## src/rtl/peripheral_uart_pkg.sv

```systemverilog
// Shared UART receiver definitions: line-control bit positions, RX state
// encodings, FIFO geometry and the parity check helper.
package peripheral_uart_pkg;

    localparam int UART_FIFO_COUNTER_W = 5;
    localparam int UART_LC_PE          = 3;
    localparam int UART_LC_EP          = 4;
    localparam int UART_LC_SP          = 5;
    localparam int RX_ENTRY_W          = 11;

    typedef enum logic [2:0] {
        r_idle   = 3'd0,
        r_start  = 3'd1,
        r_data   = 3'd2,
        r_parity = 3'd3,
        r_stop   = 3'd4,
        r_push   = 3'd5
    } rx_state_e;

    // Stick parity forces the bit to ~EP; otherwise data^bit must be odd (EP=0) or even (EP=1).
    function automatic logic parity_error(input logic [7:0] data, input logic par_bit,
                                          input logic ep, input logic sp);
        logic x;
        x = (^data) ^ par_bit;
        if (sp) begin
            parity_error = (par_bit != ~ep);
        end else begin
            parity_error = ep ? x : ~x;
        end
    endfunction

endpackage

```

## src/rtl/peripheral_uart_rfifo_wb.sv

```systemverilog
// First-word fall-through receive FIFO with sticky overrun flag.
module peripheral_uart_rfifo_wb
    import peripheral_uart_pkg::*;
#(
    parameter int DEPTH = 16
) (
    input  logic                           clk,
    input  logic                           wb_rst_i,
    input  logic [RX_ENTRY_W-1:0]          data_in,
    output logic [RX_ENTRY_W-1:0]          data_out,
    input  logic                           push,
    input  logic                           pop,
    output logic                           overrun,
    output logic [UART_FIFO_COUNTER_W-1:0] count,
    input  logic                           fifo_reset,
    input  logic                           reset_status
);

    localparam int AW = (DEPTH > 1) ? $clog2(DEPTH) : 1;
    localparam logic [UART_FIFO_COUNTER_W-1:0] DEPTH_C = UART_FIFO_COUNTER_W'(DEPTH);

    logic [RX_ENTRY_W-1:0]          mem_r [DEPTH];
    logic [AW-1:0]                  wr_ptr_r;
    logic [AW-1:0]                  rd_ptr_r;
    logic [UART_FIFO_COUNTER_W-1:0] count_r;
    logic                           overrun_r;
    logic                           full_s;
    logic                           empty_s;
    logic                           pop_ok_s;
    logic                           push_ok_s;
    logic                           overflow_s;

    // A pop on a full FIFO frees the slot the simultaneous push writes into.
    assign full_s     = (count_r == DEPTH_C);
    assign empty_s    = (count_r == {UART_FIFO_COUNTER_W{1'b0}});
    assign pop_ok_s   = pop & ~empty_s;
    assign push_ok_s  = push & (~full_s | pop_ok_s);
    assign overflow_s = push & full_s & ~pop_ok_s;

    // Pointer and occupancy tracking, flushable by fifo_reset.
    always_ff @(posedge clk or posedge wb_rst_i) begin
        if (wb_rst_i) begin
            wr_ptr_r <= {AW{1'b0}};
            rd_ptr_r <= {AW{1'b0}};
            count_r  <= {UART_FIFO_COUNTER_W{1'b0}};
        end else if (fifo_reset) begin
            wr_ptr_r <= {AW{1'b0}};
            rd_ptr_r <= {AW{1'b0}};
            count_r  <= {UART_FIFO_COUNTER_W{1'b0}};
        end else begin
            if (push_ok_s) wr_ptr_r <= wr_ptr_r + AW'(1);
            if (pop_ok_s)  rd_ptr_r <= rd_ptr_r + AW'(1);
            case ({push_ok_s, pop_ok_s})
                2'b10:   count_r <= count_r + UART_FIFO_COUNTER_W'(1);
                2'b01:   count_r <= count_r - UART_FIFO_COUNTER_W'(1);
                default: count_r <= count_r;
            endcase
        end
    end

    // Entry storage.
    always_ff @(posedge clk) begin
        if (push_ok_s && !fifo_reset) mem_r[wr_ptr_r] <= data_in;
    end

    // Sticky overrun; a fresh drop in the same cycle as the clear wins.
    always_ff @(posedge clk or posedge wb_rst_i) begin
        if (wb_rst_i) overrun_r <= 1'b0;
        else          overrun_r <= (overrun_r & ~reset_status) | overflow_s;
    end

    // Head entry, forced to zero when nothing is stored.
    always_comb begin
        if (empty_s) data_out = {RX_ENTRY_W{1'b0}};
        else         data_out = mem_r[rd_ptr_r];
    end

    assign overrun = overrun_r;
    assign count   = count_r;

endmodule

```

## src/rtl/peripheral_uart_receiver_wb.sv

```systemverilog
// UART receive path: input synchronizer, 16x-oversampling frame FSM and
// receive FIFO holding {data, parity_err, framing_err, break}.
module peripheral_uart_receiver_wb
    import peripheral_uart_pkg::*;
#(
    parameter int RF_DEPTH = 16
) (
    input  logic                           clk,
    input  logic                           wb_rst_i,
    input  logic [7:0]                     lcr,
    input  logic                           enable,
    input  logic                           srx_pad_i,
    input  logic                           rf_pop,
    input  logic                           rx_reset,
    input  logic                           lsr_mask,
    output logic [RX_ENTRY_W-1:0]          rf_data_out,
    output logic [UART_FIFO_COUNTER_W-1:0] rf_count,
    output logic                           rf_overrun,
    output logic [2:0]                     rstate
);

    rx_state_e   state_r,       state_n;
    logic [3:0]  counter_r,     counter_n;
    logic [2:0]  bit_cnt_r,     bit_cnt_n;
    logic [7:0]  data_r,        data_n;
    logic        perr_r,        perr_n;
    logic        ferr_r,        ferr_n;
    logic        brk_r,         brk_n;
    logic        wait_high_r,   wait_high_n;
    logic        sync1_r;
    logic        srx_s;
    logic        push_s;
    logic [2:0]  wlen_m1_s;
    logic [2:0]  bit_idx_s;
    logic        unused_lcr_s;

    assign wlen_m1_s    = {1'b1, lcr[1:0]};
    assign bit_idx_s    = wlen_m1_s - bit_cnt_r;
    assign unused_lcr_s = ^{lcr[7:6], lcr[2]};

    // Two-flop synchronizer, idling at the line's mark level.
    always_ff @(posedge clk or posedge wb_rst_i) begin
        if (wb_rst_i) begin
            sync1_r <= 1'b1;
            srx_s   <= 1'b1;
        end else begin
            sync1_r <= srx_pad_i;
            srx_s   <= sync1_r;
        end
    end

    // Frame FSM state and datapath registers.
    always_ff @(posedge clk or posedge wb_rst_i) begin
        if (wb_rst_i) begin
            state_r     <= r_idle;
            counter_r   <= 4'd0;
            bit_cnt_r   <= 3'd0;
            data_r      <= 8'h00;
            perr_r      <= 1'b0;
            ferr_r      <= 1'b0;
            brk_r       <= 1'b0;
            wait_high_r <= 1'b0;
        end else begin
            state_r     <= state_n;
            counter_r   <= counter_n;
            bit_cnt_r   <= bit_cnt_n;
            data_r      <= data_n;
            perr_r      <= perr_n;
            ferr_r      <= ferr_n;
            brk_r       <= brk_n;
            wait_high_r <= wait_high_n;
        end
    end

    // Next-state logic; every transition is gated by the 16x baud tick.
    always_comb begin
        state_n     = state_r;
        counter_n   = counter_r;
        bit_cnt_n   = bit_cnt_r;
        data_n      = data_r;
        perr_n      = perr_r;
        ferr_n      = ferr_r;
        brk_n       = brk_r;
        wait_high_n = wait_high_r;
        push_s      = 1'b0;
        if (enable) begin
            case (state_r)
                r_idle: begin
                    if (wait_high_r) begin
                        wait_high_n = ~srx_s;
                    end else if (!srx_s) begin
                        counter_n = 4'd7;
                        state_n   = r_start;
                    end else begin
                        state_n = r_idle;
                    end
                end
                r_start: begin
                    if (counter_r != 4'd0) begin
                        counter_n = counter_r - 4'd1;
                    end else if (srx_s) begin
                        state_n = r_idle;
                    end else begin
                        counter_n = 4'd15;
                        bit_cnt_n = wlen_m1_s;
                        data_n    = 8'h00;
                        perr_n    = 1'b0;
                        ferr_n    = 1'b0;
                        brk_n     = 1'b0;
                        state_n   = r_data;
                    end
                end
                r_data: begin
                    if (counter_r != 4'd0) begin
                        counter_n = counter_r - 4'd1;
                    end else begin
                        data_n[bit_idx_s] = srx_s;
                        counter_n         = 4'd15;
                        if (bit_cnt_r == 3'd0) begin
                            state_n = lcr[UART_LC_PE] ? r_parity : r_stop;
                        end else begin
                            bit_cnt_n = bit_cnt_r - 3'd1;
                        end
                    end
                end
                r_parity: begin
                    if (counter_r != 4'd0) begin
                        counter_n = counter_r - 4'd1;
                    end else begin
                        perr_n    = parity_error(data_r, srx_s, lcr[UART_LC_EP], lcr[UART_LC_SP]);
                        counter_n = 4'd15;
                        state_n   = r_stop;
                    end
                end
                r_stop: begin
                    if (counter_r != 4'd0) begin
                        counter_n = counter_r - 4'd1;
                    end else begin
                        ferr_n  = ~srx_s;
                        brk_n   = ~srx_s & (data_r == 8'h00);
                        state_n = r_push;
                    end
                end
                r_push: begin
                    push_s      = 1'b1;
                    wait_high_n = ferr_r;
                    state_n     = r_idle;
                end
                default: begin
                    state_n = r_idle;
                end
            endcase
        end else begin
            state_n = state_r;
        end
    end

    peripheral_uart_rfifo_wb #(
        .DEPTH        (RF_DEPTH)
    ) u_rfifo (
        .clk          (clk),
        .wb_rst_i     (wb_rst_i),
        .data_in      ({data_r, perr_r, ferr_r, brk_r}),
        .data_out     (rf_data_out),
        .push         (push_s),
        .pop          (rf_pop),
        .overrun      (rf_overrun),
        .count        (rf_count),
        .fifo_reset   (rx_reset),
        .reset_status (lsr_mask)
    );

    assign rstate = state_r;

endmodule
```

## config.mk

```make
export PLATFORM = sky130hd
export DESIGN_NAME = peripheral_uart_receiver_wb
export DESIGN_NICKNAME = d
export VERILOG_FILES = /design/src/rtl/peripheral_uart_pkg.sv /design/src/rtl/peripheral_uart_rfifo_wb.sv /design/src/rtl/peripheral_uart_receiver_wb.sv
export SDC_FILE = /design/constraint.sdc
export NUM_CORES = 1
export LEC_CHECK = 0
export ABC_AREA = 1
export BUFFER_PORTS_ARGS = -buffer_cell sky130_fd_sc_hd__clkbuf_2
export CAP_MARGIN = 20
export CORE_UTILIZATION = 40
export DETAILED_ROUTE_END_ITERATION = 8
export GPL_TIMING_DRIVEN = 0
export PLACE_DENSITY_LB_ADDON = 0.2
export SYNTH_ARGS = -nofsm -noshare
export SYNTH_HDL_FRONTEND = slang
export SYNTH_SLANG_ARGS = --single-unit
```

## constraint.sdc

```tcl
create_clock -name clk -period 2.99 [get_ports clk]
set_input_delay 0.897 -clock clk [delete_from_list [all_inputs] [get_ports clk]]
set_output_delay 0.897 -clock clk [all_outputs]
set_load 0.01 [all_outputs]
```

Word-level counts from Yosys, hierarchy flattened

Memories as Yosys holds them, arrays and structs flattened.
Index checks and enable logic that the tools add are counted.

Register bits: 38
Memory bits (writable): 176
Input bits: 15
Logic and storage cells: 137
Memories kept: 1

$add $sub $neg: 7
$lt $le $gt $ge: 2
Equal/unequal tests: 20
Muxes and demuxes: 52
Bitwise operators: 16
Reductions and logical operators: 25

Memories:

| memory        | depth | width | rd ports | clocked after memory_dff | write ports | line                           | RTL |
|---|---|---|---|---|---|---|---|
| u_rfifo.mem_r | 16    | 11    | 1        | 0                        | 1           | peripheral_uart_rfifo_wb.sv:22 | `logic [RX_ENTRY_W-1:0] mem_r [DEPTH];` |

Operators with widths:

| kind                | count |
|---|---|
| $mux 4              | 10 |
| $mux 3              | 11 |
| $mux 8              | 3 |
| $ne 2x2->1 const B  | 10 |
| $pmux 4 s4          | 1 |
| $pmux 8 s2          | 1 |
| $pmux 3 s5          | 1 |
| $reduce_and 5->1    | 3 |
| $mux 1              | 14 |
| $reduce_and 6->1    | 2 |
| $reduce_bool 2->1   | 6 |
| $mux 11             | 1 |
| $pmux 5 s2          | 1 |
| $add 4x1->4 const B | 2 |
| $bwmux 8            | 1 |
| $logic_not 8->1     | 1 |
| $pmux 1 s2          | 4 |
| $reduce_bool 4->1   | 2 |
| $reduce_xor 8->1    | 1 |
| $not 1->1           | 7 |
| $reduce_and 7->1    | 1 |
| $and 1x1->1         | 6 |
| $eq 3x2->1 const B  | 2 |
| $eq 3x3->1 const B  | 2 |
| 26 further kinds    | 29 |

Longest topological paths before layout

Gate-level depths: netlist (run 1).

Depth after elaboration: 8
Mapped depth: 15
Gate-level depth less buffers: 15

Hierarchy

Synthesis (run 1) repeated with hierarchy kept, for this count alone.

Cell total of the unflattened synthesis: 869
Area, all modules: 9525.4 µm²

By module, submodules not included:

| module                      | instances | cells each | area each (µm²) |
|---|---|---|---|
| peripheral_uart_rfifo_wb    | 1         | 615        | 7828.8 |
| peripheral_uart_receiver_wb | 1         | 254        | 1696.6 |

Worst setup path after synthesis (run 1)

No wires, ideal clock.

Path kind: input to register
Start point: in lcr[0]
End point: reg data_r[0]
Library setup time: 0.125 ns
Arrival: 2.268 ns
Data required time: 2.865 ns
Path slack: 0.596 ns
Stages on the path: 10
Path buffers: 0
Cells stage by stage: inv_1 -> ha_1 -> inv_1 -> fa_1 -> xnor2_1 -> nand2_1 -> nor2_1 -> inv_1 -> a21oi_1 -> o22ai_2

Cells in the longest elaborated chain, start to end: 8
Elaborated cells on any way between the ends: 9
Classes of those cells: add/sub (1); order compare (2); mux (5); reduce/logical (1)

RTL lines:

| item                                                                  | line                               | RTL |
|---|---|---|
| start: declaration                                                    | peripheral_uart_receiver_wb.sv:10  | `input logic [7:0] lcr,` |
| $sub 3x3->3 *                                                         | peripheral_uart_receiver_wb.sv:38  | `assign bit_idx_s = wlen_m1_s - bit_cnt_r;` |
| $lt 3x4->1 (implied by the code) / $ge 3x1->1 (equally long branches) | peripheral_uart_receiver_wb.sv:117 | `data_n[bit_idx_s] = srx_s;` |
| $logic_and 1x1->1 (implied by the code)                               | peripheral_uart_receiver_wb.sv:117 |  |
| $mux 1 (implied by the code)                                          | peripheral_uart_receiver_wb.sv:117 |  |
| $demux 1 s3 *                                                         | peripheral_uart_receiver_wb.sv:117 |  |
| $bwmux 8 *                                                            | peripheral_uart_receiver_wb.sv:117 |  |
| $mux 8 *                                                              | peripheral_uart_receiver_wb.sv:114 | `if (counter_r != 4'd0) begin` |
| $pmux 8 s2 *                                                          | peripheral_uart_receiver_wb.sv:87  | `case (state_r)` |
| end signal: assignment                                                | peripheral_uart_receiver_wb.sv:67  | `data_r <= data_n;` |
| end: declaration                                                      | peripheral_uart_receiver_wb.sv:25  | `logic [7:0] data_r, data_n;` |

Every way passes the cells marked *; elsewhere a longest branch is shown, timed or not. The select of a mux whose other input is x is not followed.
A chain may end at the register's enable or synchronous reset.

Worst setup path after layout (run 1)

Start point: reg u_rfifo.rd_ptr_r[1]
End point: out rf_data_out[0]

Cells in the longest elaborated chain, start to end: 2

RTL lines:

| item                     | line                              | RTL |
|---|---|---|
| start: declaration       | peripheral_uart_rfifo_wb.sv:24    | `logic [AW-1:0] rd_ptr_r;` |
| start signal: assignment | peripheral_uart_rfifo_wb.sv:44    | `rd_ptr_r <= {AW{1'b0}};` |
| start signal: assignment | peripheral_uart_rfifo_wb.sv:48    | `rd_ptr_r <= {AW{1'b0}};` |
| start signal: assignment | peripheral_uart_rfifo_wb.sv:52    | `if (pop_ok_s) rd_ptr_r <= rd_ptr_r + AW'(1);` |
| $mem_v2 16x11            | -                                 |  |
| $mux 11                  | peripheral_uart_rfifo_wb.sv:74    | `if (empty_s) data_out = {RX_ENTRY_W{1'b0}};` |
| end: declaration         | peripheral_uart_receiver_wb.sv:16 | `output logic [RX_ENTRY_W-1:0] rf_data_out,` |

No other way between the ends.

==> results of run 1 <==
registers in the layout, indices dropped and copies added, names as in the netlist, 3 cells and up:
signal,count
u_rfifo.mem_r,176
data_r,8
u_rfifo.count,5
counter_r,4
u_rfifo.rd_ptr_r,4
u_rfifo.wr_ptr_r,4
bit_cnt_r,3
rstate,3
cells in the mapped netlist (2+ instances only):
master,instances,share of area
a21oi_1,28,0.015
buf_2,8,0.0043
clkbuf_1,30,0.012
dfrtp_1,36,0.096
dfstp_2,2,0.0056
edfxtp_1,176,0.56
ha_1,15,0.020
inv_1,45,0.018
inv_2,10,0.0040
nand2_1,50,0.020
nand2_2,4,0.0027
nand2_4,4,0.0048
nand3_1,33,0.018
nand3_4,2,0.0037
nand4_1,7,0.0047
nor2_1,145,0.058
nor2_2,2,0.0013
nor2_4,2,0.0024
nor3_1,4,0.0021
o21ai_0,115,0.061
o21ai_1,7,0.0037
o221ai_1,30,0.028
o22ai_1,15,0.010
o22ai_2,9,0.012
xnor2_1,3,0.0028
xor2_1,5,0.0047
final cells by class:
type	instances	area, um2	area share
repair buffers	51	399.1	0.03505
multi-input cells	499	3050	0.2679
clock buffers	28	604.3	0.05307
flip-flops and latches	214	6238	0.5478
inverters	57	231.5	0.02033
clock inverters	13	148.9	0.01307
plain buffers	38	324.1	0.02846
well taps	313	391.6	0.03439
worst max-delay path, cell delays in order, from the launching register on:
cell        delay (ns)
dfrtp_1           0.40
buf_6             0.15
clkinvlp_4        0.08
buf_12            0.14
buf_8             0.13
o21ai_1           0.07
o221ai_1          0.25
nand3_1           0.22
a21oi_1           0.18
buf_2             0.15
where the power goes:
part	internal, mW	switching [mW]
clock network	1.70	1.15
logic	0.862	1.51
registers	3.71	0.504
cell families (layout without fill, tap and decap cells):
logic type      after synthesis  count (layout)  share of synthesized area
simple gates                260             260                     0.1256
compound gates              214             214                     0.1403
flops                       214             214                     0.6636
buf+inv                      95             187                    0.03966
fa+ha+maj                    16              16                    0.02210
xor+xnor                      8               8                   0.007454
mux                           1               1                   0.001198
metal layers:
metal  GRT usage  wire length [um]  vias to the layer above  part of all wire
met1      0.2760             10480                     3176              0.43
met4     0.04482               505                        0             0.021
met3     0.02786              1528                       34             0.063
met5           0                 0                        -                 0
met2      0.3423             11690                      222              0.48
li1            -                 -                     3088                 -
cell usage in the layout (no fill, tap or decap), types with 6 or more instances in the layout:
cell	n
o21ai_0	87
ha_1	15
o221ai_1	12
clkbuf_1	8
dfrtp_1	36
clkbuf_2	28
buf_2	15
nand3_1	29
a21oi_2	9
a21oi_1	19
o21ai_1	23
inv_2	10
nor2_1	145
edfxtp_1	176
o22ai_2	14
clkbuf_8	6
o221ai_2	17
o22ai_1	10
inv_1	43
buf_4	10
clkbuf_16	25
clkinv_2	7
nand2_1	50
buf_6	13
o21ai_2	11
nand4_1	7
repair_timing:
action / CTS / global route
pin swaps: 8 / 29
gates cloned: 0 / 2
endpoints found under the setup margin: 11 / 11
gates resized for setup: 105 / 65
setup buffers: 6 / 3
hold endpoints to repair: 0 / 0
metrics by stage:
step           hold WS (ns)  cell area (um2)  power [mW]
3_3_place_gp         0.3465             9947       6.361
6_report             0.3558            11390       9.429
2_1_floorplan        0.3452             9400       5.574
4_1_cts              0.3562            11100       9.390
5_1_grt              0.3574            11390       9.885
3_5_place_dp         0.3479             9977       6.406
worst max-delay path by stage:
stage                     depth (start not counted)                 from                   end  slack, ns
final                                             9  u_rfifo.rd_ptr_r[1]        rf_data_out[0]      -0.18
after global routing                             11  u_rfifo.rd_ptr_r[1]        rf_data_out[1]      -0.24
after CTS                                         8  u_rfifo.rd_ptr_r[1]        rf_data_out[8]      -0.16
after detailed placement                          8  u_rfifo.rd_ptr_r[1]        rf_data_out[5]      -0.23
after global placement                            5             rx_reset  u_rfifo.mem_r[11][7]      -0.22
after floorplan                                  10               lcr[0]             data_r[0]       0.60
==> reports/summary.md, run 1 <==
* **horizontal die dimension** 155.3 um
* **clk buf depth** 3
* **n_diodes** 0
* **run status** complete, but fails checks
* **placer congestion estimate** 0.8947
* **violated checks** setup timing
* **count of cells along the worst register-to-register path** 10
* **final standard cell count with taps included and fillers excluded** 1213
* **peak supply drop** 0.4671 mV
* **worst clock skew** 0.01851 ns
* **via count of the first global-routing pass** 6384
* **initial detailed-routing violation count** 460
* **Final Net Count** 915
* **synthesized net count** 839
* **total of flip-flops plus latches after synthesis** 214
* **Synth cell types** 47
* **launching point of the worst reg2reg path** rstate[0]
* **overall via count from detail_route** 6520
* **startpoint type of the worst setup path** register
* **Initial Utilization** 0.4114
* **worst flop-to-flop path endpoint** u_rfifo.mem_r[5][5]
* **Power Dens Cells** 827.9 nW/um2
* **setup TNS** -1.322 ns
* **worst slew slack as a fraction of its limit** 0.2347
* **hpwl dp** 15.64 mm
* **insertion delay of the later-clocked pin in the worst-skew pair** 0.51 ns
* **count of filler cells inserted in the layout** 2084
* **Total Die Area** 24120 um2
* **DR vias/cell** 5.375
* **Final ANT Viol Nets** 0
* **largest net degree at the start of global routing** 39
* **register area share after synthesis** 0.6636
* **final clock period utilization by the worst path** 1.060
* **synthesis warning total** 0
* **count of pins over their slew limit** 0
* **proportion of register bits with asynchronous set or reset after synthesis** 0.1776
* **clock input transition at the sequential cells of the worst setup and hold paths** 0.06 ns
* **Die Y** 155.3 um
* **pin slew with the least headroom to its limit** 1.144 ns
* **Post-route DRC** 0
* **crit path setup slack, layout** -0.1788 ns
* **number of hold buffers added after cts** 0
* **First-pass DRT Iterations** 5
* **worst setup path category** reg -> out
* **final global-route overflow total** 0
* **Post-Syn Instances** 808
* **required time of the worst setup path** 2.09 ns
* **Placeable Area** 22850 um2
* **total number of placement rows** 55
* **Hold Path Sink** srx_s
* **final hold viol count** 0
* **Overall Global Routing Usage** 0.2018
* **start point of the worst min-delay path** sync1_r
* **cell count after placement** 1155
* **worst hold path class** reg -> reg
* **number of sinks handled by clock tree synthesis** 214
* **per-instance average area after synthesis** 11.63 um2
* **CP arrival** 2.27 ns
* **clock tree from TritonCTS** done
* **Worst R2R Setup Slack** 0.35 ns
* **RSZ-0062 raised after global routing** true
* **Post-synth EDFFs** 176
* **TritonCTS Buffers** 23
* **wire length of the first global-routing pass** 36.63 mm
* **flip-flop cell with the highest count after synthesis** edfxtp_1
* **Syn-to-layout area delta** 21.15%
* **antenna violations before repair** 0
* **max frequency** 315.6 MHz
* **Leakage** 4.263 nW
* **worst-case setup slack after placement** -0.2320 ns
* **final standard cell utilization of the core** 0.4985
* **peak fanout along the critical path** 9
* **final period demand of the worst path** 3.169 ns
* **# port buffers** 31
* **ratio of cells with drive above 1 in the final layout** 0.2389
* **clock tree root driver cell** clkbuf_16
* **summed instance area of the synthesized netlist** 9400 um2
* **Routed WL** 24.20 mm
* **worst hold path cell count** 0
* **IO Pins** 35
* **final setup violation count** 11
* **number of H-tree branching levels** 1
* **CP endpoint kind** primary output
* **drt wl/cell** 19.95 um
* **number of max-cap violations** 0
Note: power is estimated with default switching activity, not from simulation.
==> inputs of run 2 (changes only) <==
--- a/config.mk
+++ b/config.mk
@@ -11,6 +11,7 @@
 export CORE_UTILIZATION = 40
 export DETAILED_ROUTE_END_ITERATION = 8
 export GPL_TIMING_DRIVEN = 0
+export MAX_ROUTING_LAYER = met4
 export PLACE_DENSITY_LB_ADDON = 0.2
 export SYNTH_ARGS = -nofsm -noshare
 export SYNTH_HDL_FRONTEND = slang
==> reports/summary.md, run 2 (same netlist as run 1, synthesis figures left out) <==
* **violated checks** setup timing
* **# port buffers** 31, unchanged
* **leading cell type in the layout, fill and taps excluded** edfxtp_1
* **placer congestion estimate** 0.9098, +1.7%
* **CP arrival** 2.29 ns, +0.02 ns
* **worst slew slack as a fraction of its limit** 0.2811, +0.04638
* **via count of the first global-routing pass** 6354, -0.47%
* **peak fanout along the critical path** 9, unchanged
* **Post-route DRC** 0, unchanged
* **number of sinks handled by clock tree synthesis** 214, unchanged
* **clk buf depth** 3, unchanged
* **number of max-cap violations** 0, unchanged
* **Final ANT Viol Nets** 0, unchanged
* **crit path setup slack, layout** -0.1967 ns, -0.01792 ns
* **pin slew with the least headroom to its limit** 1.074 ns, -0.06931 ns
* **drt wl/cell** 19.95 um, about the same
* **CP endpoint kind** primary output
* **largest net degree at the start of global routing** 39, unchanged
* **count of filler cells inserted in the layout** 2096, +0.58%
* **Initial Utilization** 0.4114, unchanged
* **area of the multi-input gates** 3029 um2, -0.70%
* **cell count after placement** 1155, unchanged
* **Total Die Area** 24120 um2, unchanged
* **final global-route overflow total** 0, unchanged
* **highest-count cells in the layout ignoring fill and taps** 176 x edfxtp_1, 145 x nor2_1, 95 x o21ai_0
* **final standard cell count with taps included and fillers excluded** 1213, unchanged
* **Power Dens Cells** 831.0 nW/um2, +0.37%
* **insertion delay of the later-clocked pin in the worst-skew pair** 0.52 ns, about the same
* **Worst R2R Setup Slack** 0.38 ns, +0.03 ns
* **number of flip-flops under the largest register name** 176, unchanged
* **max frequency** 313.8 MHz, -0.56%
* **required time of the worst setup path** 2.09 ns, about the same
* **Worst Setup SP** u_rfifo.rd_ptr_r[1]
* **count of cells along the worst register-to-register path** 10, unchanged
* **worst hold path class** reg -> reg
* **ratio of cells with drive above 1 in the final layout** 0.2356, -0.003333
* **worst setup path category** reg -> out
* **Placeable Area** 22850 um2, unchanged
* **Overall Global Routing Usage** 0.2084, +0.006665
* **Final Net Count** 915, unchanged
* **hpwl dp** 15.64 mm, unchanged
* **most flop-heavy register** u_rfifo.mem_r
* **startpoint type of the worst setup path** register
* **n_diodes** 0, unchanged
* **clock input transition at the sequential cells of the worst setup and hold paths** 0.06 ns, about the same
* **clock tree root driver cell** clkbuf_16
* **overall via count from detail_route** 6462, -0.89%
* **number of hold buffers added after cts** 0, unchanged
* **Sequential Area** 6238 um2, unchanged
* **IO Pins** 35, unchanged
* **initial detailed-routing violation count** 413, -10%
* **RSZ-0062 raised after global routing** true
* **Routed WL** 24.20 mm, about the same
* **horizontal die dimension** 155.3 um, unchanged
* **Leakage** 4.225 nW, -0.89%
* **worst flop-to-flop path endpoint** u_rfifo.mem_r[8][1]
* **DR vias/cell** 5.327, -0.89%
* **final period demand of the worst path** 3.187 ns, +0.01792 ns
* **launching point of the worst reg2reg path** rstate[0]
* **run status** complete, but fails checks
* **post-route standard cell area excluding fillers** 11320 um2, -0.57%
* **peak supply drop** 0.4670 mV, about the same
* **Die Y** 155.3 um, unchanged
* **antenna violations before repair** 0, unchanged
* **count of pins over their slew limit** 0, unchanged
* **worst clock skew** 0.02046 ns, +0.001953 ns
* **final hold viol count** 0, unchanged
* **clock tree from TritonCTS** done
* **number of H-tree branching levels** 1, unchanged
* **final clock period utilization by the worst path** 1.066, +0.005994
* **Syn-to-layout area delta** 20.46%
* **wire length of the first global-routing pass** 36.71 mm, +0.23%
* **total number of placement rows** 55, unchanged
* **setup TNS** -1.270 ns, +0.05196 ns
* **TritonCTS Buffers** 23, unchanged
* **First-pass DRT Iterations** 5, unchanged
* **minimum hold slack** 0.3554 ns, -0.0004000 ns
* **worst-case setup slack after placement** -0.2320 ns, unchanged
* **final setup violation count** 11, unchanged
* **capturing element of the worst setup path** rf_data_out[4]
* **cell area reported after detailed placement** 9977 um2, unchanged
## run 2: final cells by class
type	instances	area share
plain buffers	38	0.02796
clock buffers	28	0.05337
clock inverters	13	0.01315
inverters	57	0.02044
multi-input cells	499	0.2675
flip-flops and latches	214	0.5509
well taps	313	0.03459
repair buffers	50	0.03138
repair inverters	1	0.0006630
## run 2: stage by stage
stage,power (mW),utilization
6_report,9.410,0.4956
5_1_grt,9.867,0.4956
4_1_cts,9.390,0.4858
3_5_place_dp,6.406,0.4367
3_3_place_gp,6.361,0.4354
2_1_floorplan,5.574,-
## run 2: timing repair
action	CTS	global route
setup endpoints to repair	11	11
cloned	0	3
pin swaps	8	24
buffers inserted	6	1
gates resized for setup	105	49
## run 2: report_power, final
group / internal, mW / leakage [nW] / switching [mW] / total (mW)
Clock: 1.70 / 0.372 / 1.15 / 2.85
Combinational: 0.846 / 1.77 / 1.50 / 2.35
Sequential: 3.71 / 2.09 / 0.504 / 4.21
## run 2: critical path, cell delays in order, from the launching register on
cell and delay, ns:
dfrtp_1 0.40, buf_6 0.16, clkinvlp_4 0.17, buf_4 0.15, o21ai_0 0.08, o22ai_1 0.20
nor2_1 0.07, nor2_1 0.12, o21ai_2 0.10, a21oi_2 0.19, buf_2 0.16
## run 2: how the worst min path moves through the flow
| stage | from | to | cells past startpoint | slack (ns) |
|---|---|---|---|---|
| finish | sync1_r | srx_s | 0 | 0.36 |
| global route | sync1_r | srx_s | 0 | 0.36 |
| CTS | sync1_r | srx_s | 0 | 0.36 |
| detailed placement | sync1_r | srx_s | 0 | 0.35 |
| global placement | sync1_r | srx_s | 0 | 0.35 |
| floorplan | sync1_r | srx_s | 0 | 0.35 |
## run 2: per-layer routing
metal / up-vias / global-route usage / share of wire
met3: 25 / 0.02730 / 0.062
met2: 220 / 0.3413 / 0.49
met1: 3131 / 0.2787 / 0.44
met5: - / - / 0
li1: 3086 / - / -
met4: 0 / 0.04482 / 0.014
==> inputs of run 3 (changes only) <==
==> constraint.sdc (replaced) <==
create_clock -name clk -period 2.99 [get_ports clk]
set_input_delay 0.598 -clock clk [delete_from_list [all_inputs] [get_ports clk]]
set_output_delay 0.598 -clock clk [all_outputs]
set_load 0.01 [all_outputs]
==> reports/summary.md, run 3 (same netlist as run 1, synthesis figures left out) <==
* **Initial Utilization** 0.4114, unchanged
* **Routed WL** 24.01 mm, -0.81%
* **worst slew slack as a fraction of its limit** 0.2673, -0.01376
* **First-pass DRT Iterations** 5, unchanged
* **initial detailed-routing violation count** 467, +13%
* **Final ANT Viol Nets** 0, unchanged
* **number of max-cap violations** 0, unchanged
* **crit path setup slack, layout** 0.04417 ns, +0.2408 ns
* **clock input transition at the sequential cells of the worst setup and hold paths** 0.06 ns, about the same
* **Final Net Count** 913, -0.22%
* **n_diodes** 0, unchanged
* **hpwl dp** 15.64 mm, unchanged
* **Leakage** 4.130 nW, -2.3%
* **number of sinks handled by clock tree synthesis** 214, unchanged
* **DR vias/cell** 5.346, +0.35%
* **number of hold buffers added after cts** 0, unchanged
* **required time of the worst setup path** 2.39 ns, +0.30 ns
* **peak supply drop** 0.4673 mV, about the same
* **Post-route DRC** 0, unchanged
* **most flop-heavy register** u_rfifo.mem_r
* **RSZ-0062 raised after global routing** true
* **leading cell type in the layout, fill and taps excluded** edfxtp_1
* **TritonCTS Buffers** 23, unchanged
* **placer congestion estimate** 0.9098, unchanged
* **insertion delay of the later-clocked pin in the worst-skew pair** 0.51 ns, about the same
* **Total Die Area** 24120 um2, unchanged
* **setup TNS** 0 ns, +1.270 ns
* **number of flip-flops under the largest register name** 176, unchanged
* **Sequential Area** 6238 um2, unchanged
* **overall via count from detail_route** 6474, +0.19%
* **worst hold path class** in -> reg
* **ratio of cells with drive above 1 in the final layout** 0.1982, -0.03734
* **IO Pins** 35, unchanged
* **number of H-tree branching levels** 1, unchanged
* **horizontal die dimension** 155.3 um, unchanged
* **wire length of the first global-routing pass** 36.34 mm, -1.0%
* **run status** completed
* **final clock period utilization by the worst path** 0.9852, -0.08055
* **final period demand of the worst path** 2.946 ns, -0.2408 ns
* **CP endpoint kind** primary output
* **Power Dens Cells** 842.3 nW/um2, +1.4%
* **worst setup path category** reg -> out
* **clk buf depth** 3, unchanged
* **CP arrival** 2.35 ns, +0.06 ns
* **peak fanout along the critical path** 10, +1
* **antenna violations before repair** 0, unchanged
* **via count of the first global-routing pass** 6315, -0.61%
* **worst clock skew** 0.01389 ns, -0.006571 ns
* **startpoint type of the worst setup path** register
* **Die Y** 155.3 um, unchanged
* **largest net degree at the start of global routing** 39, unchanged
* **Placeable Area** 22850 um2, unchanged
* **final setup violation count** 0, -11
* **Syn-to-layout area delta** 17.42%
* **area of the multi-input gates** 2867 um2, -5.4%
* **final hold viol count** 0, unchanged
* **highest-count cells in the layout ignoring fill and taps** 176 x edfxtp_1, 145 x nor2_1, 109 x o21ai_0
* **Overall Global Routing Usage** 0.2067, -0.001770
* **final global-route overflow total** 0, unchanged
* **worst-case setup slack after placement** 0.06701 ns, +0.2990 ns
* **clock tree root driver cell** clkbuf_16
* **final standard cell utilization of the core** 0.4831, -0.01249
* **pin slew with the least headroom to its limit** 1.095 ns, +0.02056 ns
* **total number of placement rows** 55, unchanged
* **max frequency** 339.5 MHz, +8.2%
* **drt wl/cell** 19.82 um, -0.65%
* **count of filler cells inserted in the layout** 2131, +1.7%
* **count of pins over their slew limit** 0, unchanged
* **clock tree from TritonCTS** done
* **# port buffers** 31, unchanged
[run 3: cell count changes in the layout (fill, tap and decap cells not counted), sizes merged]
cell	previous run	this run
buf	40	33
clkbuf	76	81
[run 3: worst paths after layout]
check	cells after the start	to	slack, ns	from
worst max register to register	10	u_rfifo.mem_r[5][7]	0.36	rstate[0]
worst min-delay path	1	sync1_r	0.17	srx_pad_i
max in group asynchronous	2	data_r[4]	2.24	wb_rst_i
min in group asynchronous	2	u_rfifo.count[2]	0.23	wb_rst_i
worst min register to register	0	srx_s	0.36	sync1_r
worst max-delay path	5	rf_data_out[0]	0.04	u_rfifo.rd_ptr_r[2]
[run 3: layer usage]
| layer | track usage | share of wire | vias to the layer above |
|---|---|---|---|
| met5 | - | 0 | - |
| met4 | 0.04062 | 0.013 | 0 |
| met3 | 0.02813 | 0.058 | 28 |
| met2 | 0.3408 | 0.48 | 228 |
| met1 | 0.2751 | 0.44 | 3135 |
| li1 | - | - | 3083 |
[run 3: repair_timing]
| item | CTS | global route |
|---|---|---|
| hold endpoints to repair | 0 | 0 |
| gates cloned | 0 | 4 |
| pin swaps | 0 | 12 |
| gates resized for setup | 42 | 52 |
| setup endpoints to repair | 11 | 11 |
| buffers inserted | 1 | 3 |
[run 3: final cells by class]
type                    count  area share
plain buffers              38     0.02324
clock buffers              28     0.05475
clock inverters            13     0.01349
inverters                  57     0.02052
multi-input cells         499      0.2597
flip-flops and latches    214      0.5652
well taps                 313     0.03548
repair buffers             48     0.02698
repair inverters            1   0.0006801
[run 3: stage by stage]
step | hold WS, ns | power [mW] | cell area, um2 | instances
after floorplan | 0.3452 | 5.574 | 9400 | 808
after global placement | 0.3465 | 6.361 | 9947 | 1152
after detailed placement | 0.3479 | 6.406 | 9977 | 1155
after CTS | 0.1601 | 9.291 | 10830 | 1197
after global routing | 0.1594 | 9.753 | 11040 | 1211
final | 0.1738 | 9.298 | 11040 | 1211
[run 3: power breakdown]
| part | leakage (nW) | switching [mW] | internal, mW | total [mW] |
|---|---|---|---|---|
| Sequential | 2.09 | 0.504 | 3.71 | 4.21 |
| Combinational | 1.67 | 1.46 | 0.783 | 2.24 |
| Clock | 0.372 | 1.15 | 1.70 | 2.85 |
| Total | 4.13 | 3.11 | 6.19 | 9.30 |
[run 3: critical path, cell delays in order, from the launching register on]
cell	delay, ns
dfrtp_1	0.48
clkbuf_1	0.57
o221ai_1	0.34
nand3_1	0.23
a21oi_1	0.09
clkbuf_2	0.14
